--- src/rtl/traffic_sensor_conditioner.sv ---
// Conditions loop detectors and ped button into density flags and a latched ped request.
// Latency: raw level to debounced change in DEBOUNCE+2 edges; density updates only at window ends.
// No backpressure. `define SENSOR_FAULT_EN adds per-lane stuck-sensor fault outputs.
module traffic_sensor_conditioner #(
  parameter int DEBOUNCE = 4,
  parameter int WINDOW   = 100,
  parameter int HIGH_TH  = 6,
  parameter int LOW_TH   = 3,
  parameter int CNT_W    = 8
`ifdef SENSOR_FAULT_EN
  , parameter int STUCK_TIME = 500
`endif
) (
  input  logic clk,
  input  logic reset,
  input  logic ns_sensor,
  input  logic ew_sensor,
  input  logic ped_button,
  input  logic ped_served,
  output logic ns_density,
  output logic ew_density,
  output logic ped_req
`ifdef SENSOR_FAULT_EN
  , output logic ns_fault
  , output logic ew_fault
`endif
);

  localparam int DB_W = (DEBOUNCE > 1) ? $clog2(DEBOUNCE) : 1;
  localparam int WC_W = $clog2(WINDOW);
  localparam logic [DB_W-1:0]  DB_TOP  = DB_W'(DEBOUNCE - 1);
  localparam logic [WC_W-1:0]  WC_LAST = WC_W'(WINDOW - 1);
  localparam logic [CNT_W-1:0] CNT_MAX = '1;
  localparam logic [CNT_W-1:0] HI_V    = CNT_W'(HIGH_TH);
  localparam logic [CNT_W-1:0] LO_V    = CNT_W'(LOW_TH);

  typedef enum logic {IDLE, PENDING} ped_state_t;

  // Bit 0 = NS lane, bit 1 = EW lane, bit 2 = pedestrian button.
  logic [2:0]       sync1_q, sync1_d, sync2_q, sync2_d;
  logic [2:0]       deb_q, deb_d, rise;
  logic [DB_W-1:0]  dcnt_q [3];
  logic [DB_W-1:0]  dcnt_d [3];
  logic [WC_W-1:0]  wcnt_q, wcnt_d;
  logic [CNT_W-1:0] vcnt_q [2];
  logic [CNT_W-1:0] vcnt_d [2];
  logic [CNT_W-1:0] vfinal [2];
  logic [1:0]       dens_q, dens_d;
  logic             win_end;
  ped_state_t       ped_q, ped_d;

`ifdef SENSOR_FAULT_EN
  localparam int ST_W = $clog2(STUCK_TIME + 1);
  localparam logic [ST_W-1:0] ST_MAX = ST_W'(STUCK_TIME);
  logic [ST_W-1:0] stuck_q [2];
  logic [ST_W-1:0] stuck_d [2];
  logic [1:0]      fault_q, fault_d;
`endif

  always_comb begin
    sync1_d = {ped_button, ew_sensor, ns_sensor};
    sync2_d = sync1_q;
    deb_d   = deb_q;
    for (int i = 0; i < 3; i++) begin
      dcnt_d[i] = '0;
      if (sync2_q[i] != deb_q[i]) begin
        if (dcnt_q[i] == DB_TOP) deb_d[i] = sync2_q[i];
        else                     dcnt_d[i] = dcnt_q[i] + 1'b1;
      end
    end
    rise = deb_d & ~deb_q;
  end

  always_comb begin
    win_end = (wcnt_q == WC_LAST);
    wcnt_d  = win_end ? '0 : wcnt_q + 1'b1;
    dens_d  = dens_q;
`ifdef SENSOR_FAULT_EN
    fault_d = fault_q;
`endif
    for (int l = 0; l < 2; l++) begin
      // An event on the closing edge still belongs to the closing window.
      vfinal[l] = (rise[l] && (vcnt_q[l] != CNT_MAX)) ? vcnt_q[l] + 1'b1 : vcnt_q[l];
      vcnt_d[l] = win_end ? '0 : vfinal[l];
      if (win_end) begin
        if (vfinal[l] >= HI_V)      dens_d[l] = 1'b1;
        else if (vfinal[l] <= LO_V) dens_d[l] = 1'b0;
`ifdef SENSOR_FAULT_EN
        if (fault_q[l]) dens_d[l] = 1'b1;
`endif
      end
`ifdef SENSOR_FAULT_EN
      stuck_d[l] = !deb_q[l] ? '0 :
                   (stuck_q[l] == ST_MAX) ? stuck_q[l] : stuck_q[l] + 1'b1;
      fault_d[l] = deb_d[l] && (fault_q[l] || (stuck_d[l] == ST_MAX));
`endif
    end
  end

  always_comb begin
    ped_d = ped_q;
    case (ped_q)
      IDLE:    if (rise[2] && !ped_served) ped_d = PENDING;
      PENDING: if (ped_served)             ped_d = IDLE;
      default: ped_d = IDLE;
    endcase
  end

  always_ff @(posedge clk) begin
    if (reset) begin
      sync1_q <= '0;
      sync2_q <= '0;
      deb_q   <= '0;
      dcnt_q  <= '{default: '0};
      wcnt_q  <= '0;
      vcnt_q  <= '{default: '0};
      dens_q  <= '0;
      ped_q   <= IDLE;
`ifdef SENSOR_FAULT_EN
      stuck_q <= '{default: '0};
      fault_q <= '0;
`endif
    end else begin
      sync1_q <= sync1_d;
      sync2_q <= sync2_d;
      deb_q   <= deb_d;
      dcnt_q  <= dcnt_d;
      wcnt_q  <= wcnt_d;
      vcnt_q  <= vcnt_d;
      dens_q  <= dens_d;
      ped_q   <= ped_d;
`ifdef SENSOR_FAULT_EN
      stuck_q <= stuck_d;
      fault_q <= fault_d;
`endif
    end
  end

  assign ns_density = dens_q[0];
  assign ew_density = dens_q[1];
  assign ped_req    = (ped_q == PENDING);
`ifdef SENSOR_FAULT_EN
  assign ns_fault = fault_q[0];
  assign ew_fault = fault_q[1];
`endif

endmodule

--- config.mk ---
export PLATFORM = sky130hd
export DESIGN_NAME = traffic_sensor_conditioner
export DESIGN_NICKNAME = d
export VERILOG_FILES = /design/src/rtl/traffic_sensor_conditioner.sv
export SDC_FILE = /design/constraint.sdc
export NUM_CORES = 1
export LEC_CHECK = 0
export ABC_AREA = 0
export BUFFER_PORTS_ARGS = -buffer_cell sky130_fd_sc_hd__buf_2
export CAP_MARGIN = 5
export CORE_MARGIN = 10
export CORE_UTILIZATION = 59
export CTS_CLUSTER_SIZE = 24
export DETAILED_ROUTE_END_ITERATION = 10
export GPL_TIMING_DRIVEN = 0
export PLACE_DENSITY = 0.87
export SYNTH_ARGS = -nofsm -noshare
export SYNTH_HDL_FRONTEND = slang
export SYNTH_SLANG_ARGS = --single-unit
--- constraint.sdc ---
create_clock -name clk -period 2.5 [get_ports clk]
set_input_delay 0.125 -clock clk [delete_from_list [all_inputs] [get_ports clk]]
set_output_delay 0.125 -clock clk [all_outputs]
set_load 0.05 [all_outputs]
==> summary.md, run 1 <==
| Metric | Value |
|---|---|
| Status | `complete, no violations` |
| Post-synthesis mux area share | `3.42%` |
| Hold Path Class | `input port to flop` |
| Worst clock skew | `0.00694 ns` |
| CTS max path bufs | `2` |
| Placer congestion estimate | `0.844` |
| Top cell type's share of synthesized area | `44.9%` |
| Syn nets | `216` |
| Die Ht | `75.7 µm` |
| Postcts setup bufs | `0` |
| CP bufs+invs | `0` |
| Dominant cell type by area after synthesis | `dfxtp_1` |
| Final period util | `85.2%` |
| Psw | `0.220 mW` |
| Worst hold path stage count | `2` |
| PD cells | `517 nW/µm²` |
| Avg WL per Cell | `12.9 µm` |
| Starting Density | `60.9%` |
| Crit. End Element | `flop` |
| N_diodes | `0` |
| Simple-gate share of the synthesized area | `27.9%` |
| Worst-path fanout max | `6` |
| Adder-cell area share of the yosys netlist | `4.11%` |
| Vias in the first global route | `1338` |
| Synth Cell Area | `1830 µm²` |
| Routed wire length | `3280 µm` |
| Internal Pwr Total | `0.812 mW` |
| EDFF count, synth | `0` |
| Mapped Cells | `204` |
| Crit path max-delay family | `simple AND/OR/NAND/NOR gates` |
| Register area share after synthesis | `44.9%` |
| Slowest cell on crit path | `dfxtp_1` |
| Crit start category | `flop` |
| Final setup TNS | `0 ns` |
| CP peak stage delay | `0.41 ns` |
| Fin cells | `255` |
| R2r worst-path depth | `6` |
| Max Cap Violations | `0` |
| RSZ-0062 raised after global routing | `no` |
| Worst path depth | `6` |
| Layout cells sized above 1 | `10.4%` |
| Antenna Nets Post-Route | `0` |
| Max Slew Vio Count | `0` |
| Worst-path clk slew | `0.11 ns` |
| Final hold slack | `0.00644 ns` |
| Via count | `1469` |
| Peak Freq | `469 MHz` |
| Iter 0 DRT Violations | `99` |
| Drc violations | `0` |
| Row count | `20` |
| Part of the power in combinational logic | `3.2%` |
| Critical Path End | `dens_q[1]$_SDFFE_PP0P_` |
| Io pins | `9` |
| Yosys warnings | `0` |
| Max rail drop VDD | `0.314 mV` |
| R2r setup slk | `0.37 ns` |
| GR Overflow Total | `0` |
| Routed vias/inst | `5.76` |
| Max-slew headroom | `67.2%` |
| Nets | `234` |
| CTS root buffer | `clkbuf_4` |
| Most common cell on crit path | `nand2_1` |
| Worst-Margin Slew | `0.488 ns` |
| Crit Path Class | `flop to flop` |
| Post-route cell area | `1990 µm²` |
| Post-synthesis compound-gate area fraction | `10.1%` |
| CTS buffer count | `5` |
| Power share of the clock group | `32.0%` |
| CTS H-tree depth | `2` |
| Critical path origin | `vcnt_q[0]$_SDFF_PP0_` |
| Total GRT Usage | `12.7%` |
| # port buffers | `8` |
| Largest net degree at the start of global routing | `12` |
| Placed insts | `245` |
| Area grow syn2layout | `9.10%` |
| Final Hold Vio Count | `0` |
| Synth area leaders | `dfxtp_1 (45%), nor2_1 (6.8%), xnor2_1 (4.8%)` |
| Main synth FF type | `dfxtp_1` |
| Reg2reg end | `dens_q[1]$_SDFFE_PP0P_` |
| HPWL after DPL | `2390 µm` |
| Minimum clock period | `2.13 ns` |
| Sequential share of power | `64.8%` |
| Die area | `5720 µm²` |
| Avg Inst Size Synth | `8.96 µm²` |
| Chip Width | `75.7 µm` |
| RR Startpoint | `vcnt_q[0]$_SDFF_PP0_` |
| Worst-skew pair later-pin latency | `0.35 ns` |
| Main combinational cell family by area after synthesis | `simple AND/OR/NAND/NOR gates` |
| Critical Path RT | `2.74 ns` |
| Clock Sinks | `41` |
| Initial antenna violation count | `0` |
| Distinct cells, synth | `44` |
| Flops & latches, synth | `41` |
| Finish-stage setup viols | `0` |
| Xor/xnor cell area share of the yosys netlist | `7.19%` |
| Cells along the critical path | `ha_1 > nand2_1 > or3_4 > nand2_1 > mux2_2 > o311a_1` |
| Core area | `3000 µm²` |
| Global-route wire length before repair | `5620 µm` |
| FFs w/ async S/R, synth | `0%` |
| Leak | `0.752 nW` |
| Cell Area, Placed | `1910 µm²` |
| First-pass DRT Iterations | `4` |
| Crit path DAT | `2.38 ns` |
| CTS tree | `built` |
| Switching Share | `21.3%` |
[how the worst min path moves through the flow]
stage,from,endpoint,slack (ns)
5_1_grt,ped_button,sync1_q[2]$_SDFF_PP0_,0.02
3_5_place_dp,ped_served,ped_req$_SDFF_PP0_,0.29
3_3_place_gp,ped_served,ped_req$_SDFF_PP0_,0.29
6_report,ped_button,sync1_q[2]$_SDFF_PP0_,0.006
4_1_cts,ped_button,sync1_q[2]$_SDFF_PP0_,0.004
2_1_floorplan,ped_served,ped_req$_SDFF_PP0_,0.20
[per-layer routing]
layer  global-route usage [%]  up-vias  part of all wire (%)
li1                         -      749                     -
met4                     7.63        0                   3.0
met1                     14.2      682                    44
met2                     20.8       29                    48
met5                        0        -                     0
met3                     4.04        9                   5.1
[flip-flops by register name, indices dropped and copies added (netlist names)]
register and cells:
deb_q 3, sync2_q 3, dcnt_q 6, ped_req 1, vcnt_q 16, dens_q 2
wcnt_q 7, sync1_q 3
[repair_timing]
action                     in CTS  in global routing
hold buffers                    3                  0
resized for setup               0                  0
setup endpoints to repair       0                  0
hold endpoints to repair        3                  0
[layout by cell type (no fill, tap or decap), types with 4 or more instances in the layout]
| cell | Yosys | final |
|---|---|---|
| nor3_1 | 5 | 5 |
| a21oi_1 | 5 | 5 |
| nor2_1 | 33 | 33 |
| dfxtp_1 | 41 | 41 |
| buf_2 | 0 | 8 |
| xnor2_1 | 10 | 10 |
| xor2_1 | 5 | 5 |
| or3_1 | 5 | 5 |
| o21ai_0 | 9 | 9 |
| inv_1 | 8 | 8 |
| clkbuf_1 | 4 | 5 |
| nand2_1 | 10 | 10 |
| clkbuf_4 | 0 | 5 |
| nand3_1 | 10 | 10 |
| nor2b_1 | 9 | 9 |
| and3_1 | 4 | 4 |
| mux2i_1 | 4 | 4 |
| ha_1 | 6 | 6 |
[synthesized netlist by cell type (all sizes together), types with 2 or more instances]
cell / count
mux2: 2
nand2: 10
o211ai: 2
nor2b: 9
nand3b: 3
or3: 7
nand4: 2
ha: 6
dfxtp: 41
o2111ai: 2
nor2: 33
o21ai: 9
and2: 2
nand3: 11
xor2: 5
and3: 4
a21oi: 5
inv: 8
and4: 3
a21o: 2
mux2i: 4
xnor2: 10
clkbuf: 4
nor3: 5
[power by group through the flow]
stage | clock (mW) | sequential, mW | combinational, mW
final | 0.330 | 0.669 | 0.0332
after global routing | 0.357 | 0.670 | 0.0376
after CTS | 0.336 | 0.669 | 0.0335
after detailed placement | 0 | 0.684 | 0.0296
after global placement | 0 | 0.684 | 0.0287
after floorplan | 0 | 0.683 | 0.0202
[per-stage QoR]
| stage | utilization [%] | setup slack, ns | power [mW] |
|---|---|---|---|
| global placement | 63.6 | 0.419 | 0.712 |
| floorplan | - | 0.572 | 0.703 |
| detailed placement | 63.6 | 0.398 | 0.714 |
| global route | 66.4 | 0.236 | 1.06 |
| finish | 66.4 | 0.369 | 1.03 |
| CTS | 66.4 | 0.383 | 1.04 |
[final cells by class]
cell class              instances  area (µm²)
fillers                       250        1010
multi-input cells             151         962
flip-flops and latches         41         821
repair buffers                 11        70.1
clock buffers                   7        55.1
well taps                      33        41.3
inverters                       8        30.0
plain buffers                   4        15.0
[kinds of logic after synthesis]
| group | count (synthesis) |
|---|---|
| buf+inv | 12 |
| compound gates | 28 |
| flops | 41 |
| xor+xnor | 15 |
| mux | 6 |
| simple gates | 96 |
| fa+ha+maj | 6 |
Note: power is estimated with default switching activity, not from simulation.
==> inputs of run 2 (changes only) <==
--- a/config.mk
+++ b/config.mk
@@ -8,12 +8,13 @@
 export ABC_AREA = 0
 export BUFFER_PORTS_ARGS = -buffer_cell sky130_fd_sc_hd__buf_2
 export CAP_MARGIN = 5
-export CORE_MARGIN = 10
 export CORE_UTILIZATION = 59
 export CTS_CLUSTER_SIZE = 24
 export DETAILED_ROUTE_END_ITERATION = 10
 export GPL_TIMING_DRIVEN = 0
 export PLACE_DENSITY = 0.87
+export REMOVE_ABC_BUFFERS = 1
+export SLEW_MARGIN = 20
 export SYNTH_ARGS = -nofsm -noshare
 export SYNTH_HDL_FRONTEND = slang
 export SYNTH_SLANG_ARGS = --single-unit
==> summary.md, run 2 (synthesis gave the netlist of run 1 again) <==
| Metric | Value |
|---|---|
| Crit path DAT | `2.36 ns (was 2.38 ns)` |
| Clock Sinks | `41 (unchanged)` |
| CTS buffer count | `5 (unchanged)` |
| Iter 0 DRT Violations | `72 (was 99)` |
| Reg2reg end | `dens_q[1]$_SDFFE_PP0P_ (unchanged)` |
| R2r worst-path depth | `6 (unchanged)` |
| GR Overflow Total | `0 (unchanged)` |
| Worst-path clk slew | `0.11 ns (about the same)` |
| Final Hold Vio Count | `0 (unchanged)` |
| Crit start category | `flop (unchanged)` |
| Worst-Margin Slew | `0.844 ns (was 0.488 ns)` |
| Most common cell after layout, fill and taps aside | `dfxtp_1 (unchanged)` |
| Violated checks | `DRC` |
| Psw | `0.227 mW (was 0.220 mW)` |
| Starting Density | `64.1% (was 60.9%)` |
| Status | `finished with violations (was complete, no violations)` |
| RR Startpoint | `vcnt_q[0]$_SDFF_PP0_ (unchanged)` |
| Dpl ws | `0.398 ns (about the same)` |
| Die area | `3320 µm² (was 5720 µm²)` |
| Routed wire length | `3230 µm (was 3280 µm)` |
| Switching Share | `21.3% (about the same)` |
| # port buffers | `8 (unchanged)` |
| Peak Freq | `474 MHz (was 469 MHz)` |
| Nets | `231 (was 234)` |
| Final period util | `84.4% (was 85.2%)` |
| Max Cap Violations | `0 (unchanged)` |
| Max reg flops | `16 (unchanged)` |
| Cell Area, Placed | `1890 µm² (was 1910 µm²)` |
| Row count | `19 (was 20)` |
| Largest net degree at the start of global routing | `24 (was 12)` |
| Avg WL per Cell | `12.8 µm (was 12.9 µm)` |
| Part of the power in combinational logic | `3.0% (was 3.2%)` |
| CTS max path bufs | `2 (unchanged)` |
| Die Ht | `57.7 µm (was 75.7 µm)` |
| Io pins | `9 (unchanged)` |
| Routed vias/inst | `5.82 (was 5.76)` |
| Max Slew Vio Count | `0 (unchanged)` |
| Max rail drop VDD | `0.456 mV (was 0.314 mV)` |
| Setup ws final | `0.389 ns (was 0.369 ns)` |
| Minimum clock period | `2.11 ns (was 2.13 ns)` |
| Leak | `0.761 nW (was 0.752 nW)` |
| Hold Path Class | `input port to flop (unchanged)` |
| Via count | `1462 (was 1469)` |
| Final core utilization | `70.2% (was 66.4%)` |
| Worst Min Path Start | `reset (was ped_button)` |
| Largest registers | `vcnt_q x16, wcnt_q x7, dcnt_q x6 (unchanged)` |
| Drc violations | `1 (was 0)` |
| HPWL after DPL | `2360 µm (was 2390 µm)` |
| Placed insts | `239 (was 245)` |
| Internal Pwr Total | `0.842 mW (was 0.812 mW)` |
| Layout cells sized above 1 | `11.4% (was 10.4%)` |
| PostCTS Resize Cnt | `0 (unchanged)` |
| CTS tree | `built (unchanged)` |
| Initial antenna violation count | `0 (unchanged)` |
| Chip Width | `57.7 µm (was 75.7 µm)` |
| Final hold slack | `0.121 ns (was 0.00644 ns)` |
| Total GRT Usage | `22.5% (was 12.7%)` |
| Antenna Nets Post-Route | `0 (unchanged)` |
| Worst clock skew | `0.00718 ns (was 0.00694 ns)` |
| Critical Path RT | `2.75 ns (was 2.74 ns)` |
| Finish-stage setup viols | `0 (unchanged)` |
| Worst-skew pair later-pin latency | `0.34 ns (was 0.35 ns)` |
| CTS root buffer | `clkbuf_4 (unchanged)` |
| Crit Path Class | `flop to flop (unchanged)` |
| PD cells | `534 nW/µm² (was 517 nW/µm²)` |
| Final setup TNS | `0 ns (unchanged)` |
| Power share of the clock group | `34.4% (was 32.0%)` |
| Postcts setup bufs | `0 (unchanged)` |
| Area grow syn2layout | `9.51% (was 9.10%)` |
| Worst hold path stage count | `2 (unchanged)` |
| Global-route wire length before repair | `5660 µm (was 5620 µm)` |
| R2r setup slk | `0.39 ns (was 0.37 ns)` |
| Placer congestion estimate | `0.884 (was 0.844)` |
| Worst-path fanout max | `6 (unchanged)` |
| Most frequent cells in the layout | `dfxtp_1 (41), nor2_1 (33), xnor2_1 (10), nand3_1 (10), nand2_1 (10) (unchanged)` |
| Crit. End Element | `flop (unchanged)` |
| Sequential share of power | `62.6% (was 64.8%)` |
| Fin cells | `251 (was 255)` |
| RSZ-0062 raised after global routing | `no (unchanged)` |
| CTS H-tree depth | `2 (unchanged)` |
| N_diodes | `0 (unchanged)` |
| Core area | `2850 µm² (was 3000 µm²)` |
| Hold Path End | `sync2_q[0]$_SDFF_PP0_ (was sync1_q[2]$_SDFF_PP0_)` |
| Vias in the first global route | `1397 (was 1338)` |
| Most flop-heavy register | `vcnt_q (unchanged)` |
| Post-route cell area | `2000 µm² (was 1990 µm²)` |
| Max-slew headroom | `43.7% (was 67.2%)` |
| First-pass DRT Iterations | `7 (was 4)` |
| Power, Total | `1.07 mW (was 1.03 mW)` |
==> run 2: repair_timing <==
item | 4_1_cts | 5_1_grt
hold buffers | 4 | 0
hold endpoints to repair | 4 | 0
setup endpoints to repair | 0 | 0
==> run 2: how the worst max path moves through the flow <==
stage | slack [ns] | end | cells after the start | start
after global placement | 0.44 | dens_q[1]$_SDFFE_PP0P_ | 6 | vcnt_q[0]$_SDFF_PP0_
after detailed placement | 0.40 | dens_q[1]$_SDFFE_PP0P_ | 6 | vcnt_q[0]$_SDFF_PP0_
after CTS | 0.38 | dens_q[1]$_SDFFE_PP0P_ | 6 | vcnt_q[0]$_SDFF_PP0_
after floorplan | 0.57 | dens_q[1]$_SDFFE_PP0P_ | 6 | vcnt_q[0]$_SDFF_PP0_
after global routing | 0.26 | dens_q[1]$_SDFFE_PP0P_ | 6 | vcnt_q[0]$_SDFF_PP0_
final | 0.39 | dens_q[1]$_SDFFE_PP0P_ | 6 | vcnt_q[0]$_SDFF_PP0_
==> run 2: final cells by class <==
class	count	area, µm²
clock buffer	7	65.1
clock inverter	1	5.00
fill	228	851
inverter	8	30.0
multi-input combinational	151	962
sequential	41	821
tap	31	38.8
timing repair buffer	12	80.1
==> run 2: power by group through the flow <==
stage / clock network [mW] / logic (mW) / registers, mW
final: 0.368 / 0.0326 / 0.669
after global routing: 0.410 / 0.0372 / 0.672
after CTS: 0.382 / 0.0329 / 0.670
after detailed placement: 0 / 0.0281 / 0.684
after global placement: 0 / 0.0266 / 0.683
after floorplan: 0 / 0.0174 / 0.683
==> run 2: routing by layer <==
metal  GRT usage (%)  vias to the layer above  routed length, µm  share of wire (%)
li1                -                      744                  -                  -
met2            38.4                       30               1600                 50
met3            5.80                        5                137                4.2
met1            24.6                      683               1420                 44
met4            15.3                        0                 65                2.0
met5               0                        -                  0                  0
==> run 2: worst max-delay path: stages, from the launching register on <==
cell and delay (ns):
dfxtp_1 0.41, ha_1 0.30, nand2_1 0.12, or3_4 0.39, a211oi_1 0.34, o211ai_1 0.12
o311a_1 0.33
==> inputs of run 3 (changes only) <==
--- a/config.mk
+++ b/config.mk
@@ -5,7 +5,7 @@
 export SDC_FILE = /design/constraint.sdc
 export NUM_CORES = 1
 export LEC_CHECK = 0
-export ABC_AREA = 0
+export ABC_AREA = 1
 export BUFFER_PORTS_ARGS = -buffer_cell sky130_fd_sc_hd__buf_2
 export CAP_MARGIN = 5
 export CORE_UTILIZATION = 59
==> constraint.sdc (replaced) <==
create_clock -name clk -period 2.2 [get_ports clk]
set_input_delay 0.11 -clock clk [delete_from_list [all_inputs] [get_ports clk]]
set_output_delay 0.11 -clock clk [all_outputs]
set_load 0.05 [all_outputs]
==> summary.md, run 3 <==
| Metric | Value |
|---|---|
| Initial antenna violation count | `0 (unchanged)` |
| Starting Density | `63.7% (was 64.1%)` |
| Max Slew Vio Count | `0 (unchanged)` |
| Final Hold Vio Count | `0 (unchanged)` |
| Largest registers | `vcnt_q x16, wcnt_q x7, dcnt_q x6 (unchanged)` |
| Worst clock skew | `0.0177 ns (was 0.00718 ns)` |
| N_diodes | `0 (unchanged)` |
| Cell Area, Placed | `2040 µm² (was 1890 µm²)` |
| Most common cell after layout, fill and taps aside | `nand2_1 (was dfxtp_1)` |
| Crit. End Element | `flop (unchanged)` |
| Worst-path fanout max | `23 (was 6)` |
| Placer congestion estimate | `0.810 (was 0.884)` |
| Crit path max-delay family | `simple AND/OR/NAND/NOR gates (was compound AO/OA/AOI/OAI gates)` |
| Final setup TNS | `0 ns (unchanged)` |
| Top cell type's share of synthesized area | `41.5% (was 44.9%)` |
| Synth Cell Area | `1980 µm² (was 1830 µm²)` |
| Layout cells sized above 1 | `13.6% (was 11.4%)` |
| Flops & latches, synth | `41 (unchanged)` |
| Crit start category | `flop (unchanged)` |
| RR Startpoint | `wcnt_q[0]$_SDFF_PP0_ (was vcnt_q[0]$_SDFF_PP0_)` |
| Io pins | `9 (unchanged)` |
| Fin cells | `339 (was 251)` |
| FFs w/ async S/R, synth | `0% (unchanged)` |
| Yosys warnings | `0 (unchanged)` |
| Routed wire length | `3500 µm (was 3230 µm)` |
| Minimum clock period | `1.82 ns (was 2.11 ns)` |
| Global-route wire length before repair | `6220 µm (was 5660 µm)` |
| CTS buffer count | `5 (unchanged)` |
| Worst-path clk slew | `0.13 ns (was 0.11 ns)` |
| CTS tree | `built (unchanged)` |
| Max-slew headroom | `69.1% (was 43.7%)` |
| Most frequent cell after synthesis | `nand2_1 (was dfxtp_1)` |
| R2r worst-path depth | `9 (was 6)` |
| Power, Total | `1.32 mW (was 1.07 mW)` |
| R2r setup slk | `0.38 ns (was 0.39 ns)` |
| Area grow syn2layout | `9.75% (was 9.51%)` |
| Die Ht | `59.9 µm (was 57.7 µm)` |
| Critical Path End | `wcnt_q[3]$_SDFF_PP0_ (was dens_q[1]$_SDFFE_PP0P_)` |
| RSZ-0062 raised after global routing | `no (unchanged)` |
| Critical path origin | `wcnt_q[0]$_SDFF_PP0_ (was vcnt_q[0]$_SDFF_PP0_)` |
| Fillers | `270 (was 228)` |
| Drc violations | `0 (was 1)` |
| Postcts setup bufs | `0 (unchanged)` |
| Final period util | `82.5% (was 84.4%)` |
| Crit Path Class | `flop to flop (unchanged)` |
| Max Cap Violations | `0 (unchanged)` |
| Antenna Nets Post-Route | `0 (unchanged)` |
| Final hold slack | `0.0617 ns (was 0.121 ns)` |
| Via count | `1696 (was 1462)` |
| # port buffers | `8 (unchanged)` |
| Most flop-heavy register | `vcnt_q (unchanged)` |
| Dominant cell type by area after synthesis | `dfxtp_1 (unchanged)` |
| Post-route cell area | `2170 µm² (was 2000 µm²)` |
| Nets | `306 (was 231)` |
| Vias in the first global route | `1591 (was 1397)` |
| Status | `complete, no violations (was finished with violations)` |
| Avg WL per Cell | `10.3 µm (was 12.8 µm)` |
| Commonest cells in the netlist | `nand2_1 (73), dfxtp_1 (41), nor2_1 (35) (was dfxtp_1 (41), nor2_1 (33), nand2_1 (10), nand3_1 (10), xnor2_1 (10))` |
| CTS root buffer | `clkbuf_4 (unchanged)` |
| GR Overflow Total | `0 (unchanged)` |
| Die area | `3580 µm² (was 3320 µm²)` |
| Iter 0 DRT Violations | `61 (was 72)` |
| Max rail drop VDD | `0.545 mV (was 0.456 mV)` |
| Worst-skew pair later-pin latency | `0.36 ns (was 0.34 ns)` |
| Slowest cell on crit path | `or2_2 (was dfxtp_1)` |
| Finish-stage setup viols | `0 (unchanged)` |
| Setup ws final | `0.384 ns (was 0.389 ns)` |
| Final core utilization | `69.9% (was 70.2%)` |
| CTS H-tree depth | `2 (unchanged)` |
| Dpl ws | `0.145 ns (was 0.398 ns)` |
| Largest net degree at the start of global routing | `24 (unchanged)` |
| Clock Sinks | `41 (unchanged)` |
| EDFF count, synth | `0 (unchanged)` |
| Routed vias/inst | `5.00 (was 5.82)` |
| Worst path depth | `9 (was 6)` |
| Reg2reg end | `wcnt_q[3]$_SDFF_PP0_ (was dens_q[1]$_SDFFE_PP0P_)` |
| CP peak stage delay | `0.41 ns (about the same)` |
| Most common cell on crit path | `inv_2` |
| Distinct cells, synth | `27 (was 44)` |
| Leak | `0.959 nW (was 0.761 nW)` |
| Main synth FF type | `dfxtp_1 (unchanged)` |
| Synth area leaders | `dfxtp_1 (42%), nand2_1 (14%), nor2_1 (6.6%) (was dfxtp_1 (45%), nor2_1 (6.8%), xnor2_1 (4.8%))` |
| HPWL after DPL | `2510 µm (was 2360 µm)` |
| Worst-Margin Slew | `0.463 ns (was 0.844 ns)` |
| Row count | `20 (was 19)` |
| Most frequent cells in the layout | `nand2_1 (73), dfxtp_1 (41), nor2_1 (35), inv_1 (34), a21oi_1 (21) (was dfxtp_1 (41), nor2_1 (33), xnor2_1 (10), nand3_1 (10), nand2_1 (10))` |
| Register area share after synthesis | `41.5% (was 44.9%)` |
| First-pass DRT Iterations | `4 (was 7)` |
| Avg Inst Size Synth | `7.08 µm² (was 8.96 µm²)` |
| Mapped Cells | `279 (was 204)` |
| Chip Width | `59.9 µm (was 57.7 µm)` |
| Placed insts | `327 (was 239)` |
| CP bufs+invs | `3 (was 0)` |
| Core area | `3100 µm² (was 2850 µm²)` |
| CTS max path bufs | `2 (unchanged)` |
| Total GRT Usage | `23.7% (was 22.5%)` |
| Footprint of the multi-input gates | `973 µm² (was 962 µm²)` |
| Hold Path Class | `input port to flop (unchanged)` |
| Peak Freq | `551 MHz (was 474 MHz)` |
| Crit path DAT | `2.06 ns (was 2.36 ns)` |
| Critical Path RT | `2.44 ns (was 2.75 ns)` |
| Max reg flops | `16 (unchanged)` |
| FF/Latch Area | `821 µm² (unchanged)` |
| Cells along the critical path | `ha_1 > inv_1 > nor2_1 > inv_2 > nor3_1 > nand3_2 > inv_2 > or2_2 > nor3b_1 (was ha_1 > nand2_1 > or3_4 > a211oi_1 > o211ai_1 > o311a_1)` |
| PD cells | `608 nW/µm² (was 534 nW/µm²)` |
run 3: cell type report:
cell class	instances	share of cell area, %
clock buffer	6	2.37
clock inverter	2	1.73
inverter	40	6.92
multi-input combinational	194	44.9
sequential	41	37.9
tap	44	2.54
timing repair buffer	12	3.69
run 3: what timing repair did:
| item | 4_1_cts | 5_1_grt |
|---|---|---|
| hold buffers | 4 | 0 |
| gates resized for setup | 0 | 1 |
| endpoints found under the setup margin | 0 | 23 |
| hold endpoints to repair | 4 | 0 |
run 3: cells by family (layout without fill, tap and decap cells):
| group | after synthesis | in the layout | synth area share, % |
|---|---|---|---|
| DFF | 41 | 41 | 41.5 |
| xor gates and xnor gates | 2 | 2 | 0.887 |
| buffers and inverters | 44 | 60 | 9.18 |
| AOI/OAI and AO/OA | 30 | 30 | 8.04 |
| adders and majority gates | 6 | 6 | 3.80 |
| and+or+nand+nor | 156 | 156 | 36.5 |
run 3: power by group:
part           internal [mW]  switching (mW)
sequential             0.754         0.00655
combinational         0.0166          0.0227
clock                  0.270           0.248
total                   1.04           0.277
run 3: worst min-delay path by stage:
stage / cells past startpoint / to / startpoint / slack [ns]
after CTS: 2 / dens_q[0]$_SDFFE_PP0P_ / reset / 0.04
after detailed placement: 2 / ped_req$_SDFF_PP0_ / ped_served / 0.28
final: 2 / dens_q[0]$_SDFFE_PP0P_ / reset / 0.06
after floorplan: 1 / dens_q[0]$_SDFFE_PP0P_ / reset / 0.17
after global routing: 2 / dens_q[0]$_SDFFE_PP0P_ / reset / 0.04
after global placement: 2 / ped_req$_SDFF_PP0_ / ped_served / 0.27
run 3: layer usage:
metal  up-vias  GRT usage (%)  part of all wire (%)
li1        913              -                     -
met3         7           7.58                   3.2
met5         -              0                     0
met2        22           41.0                    50
met1       754           25.6                    45
met4         0           12.3                   2.0
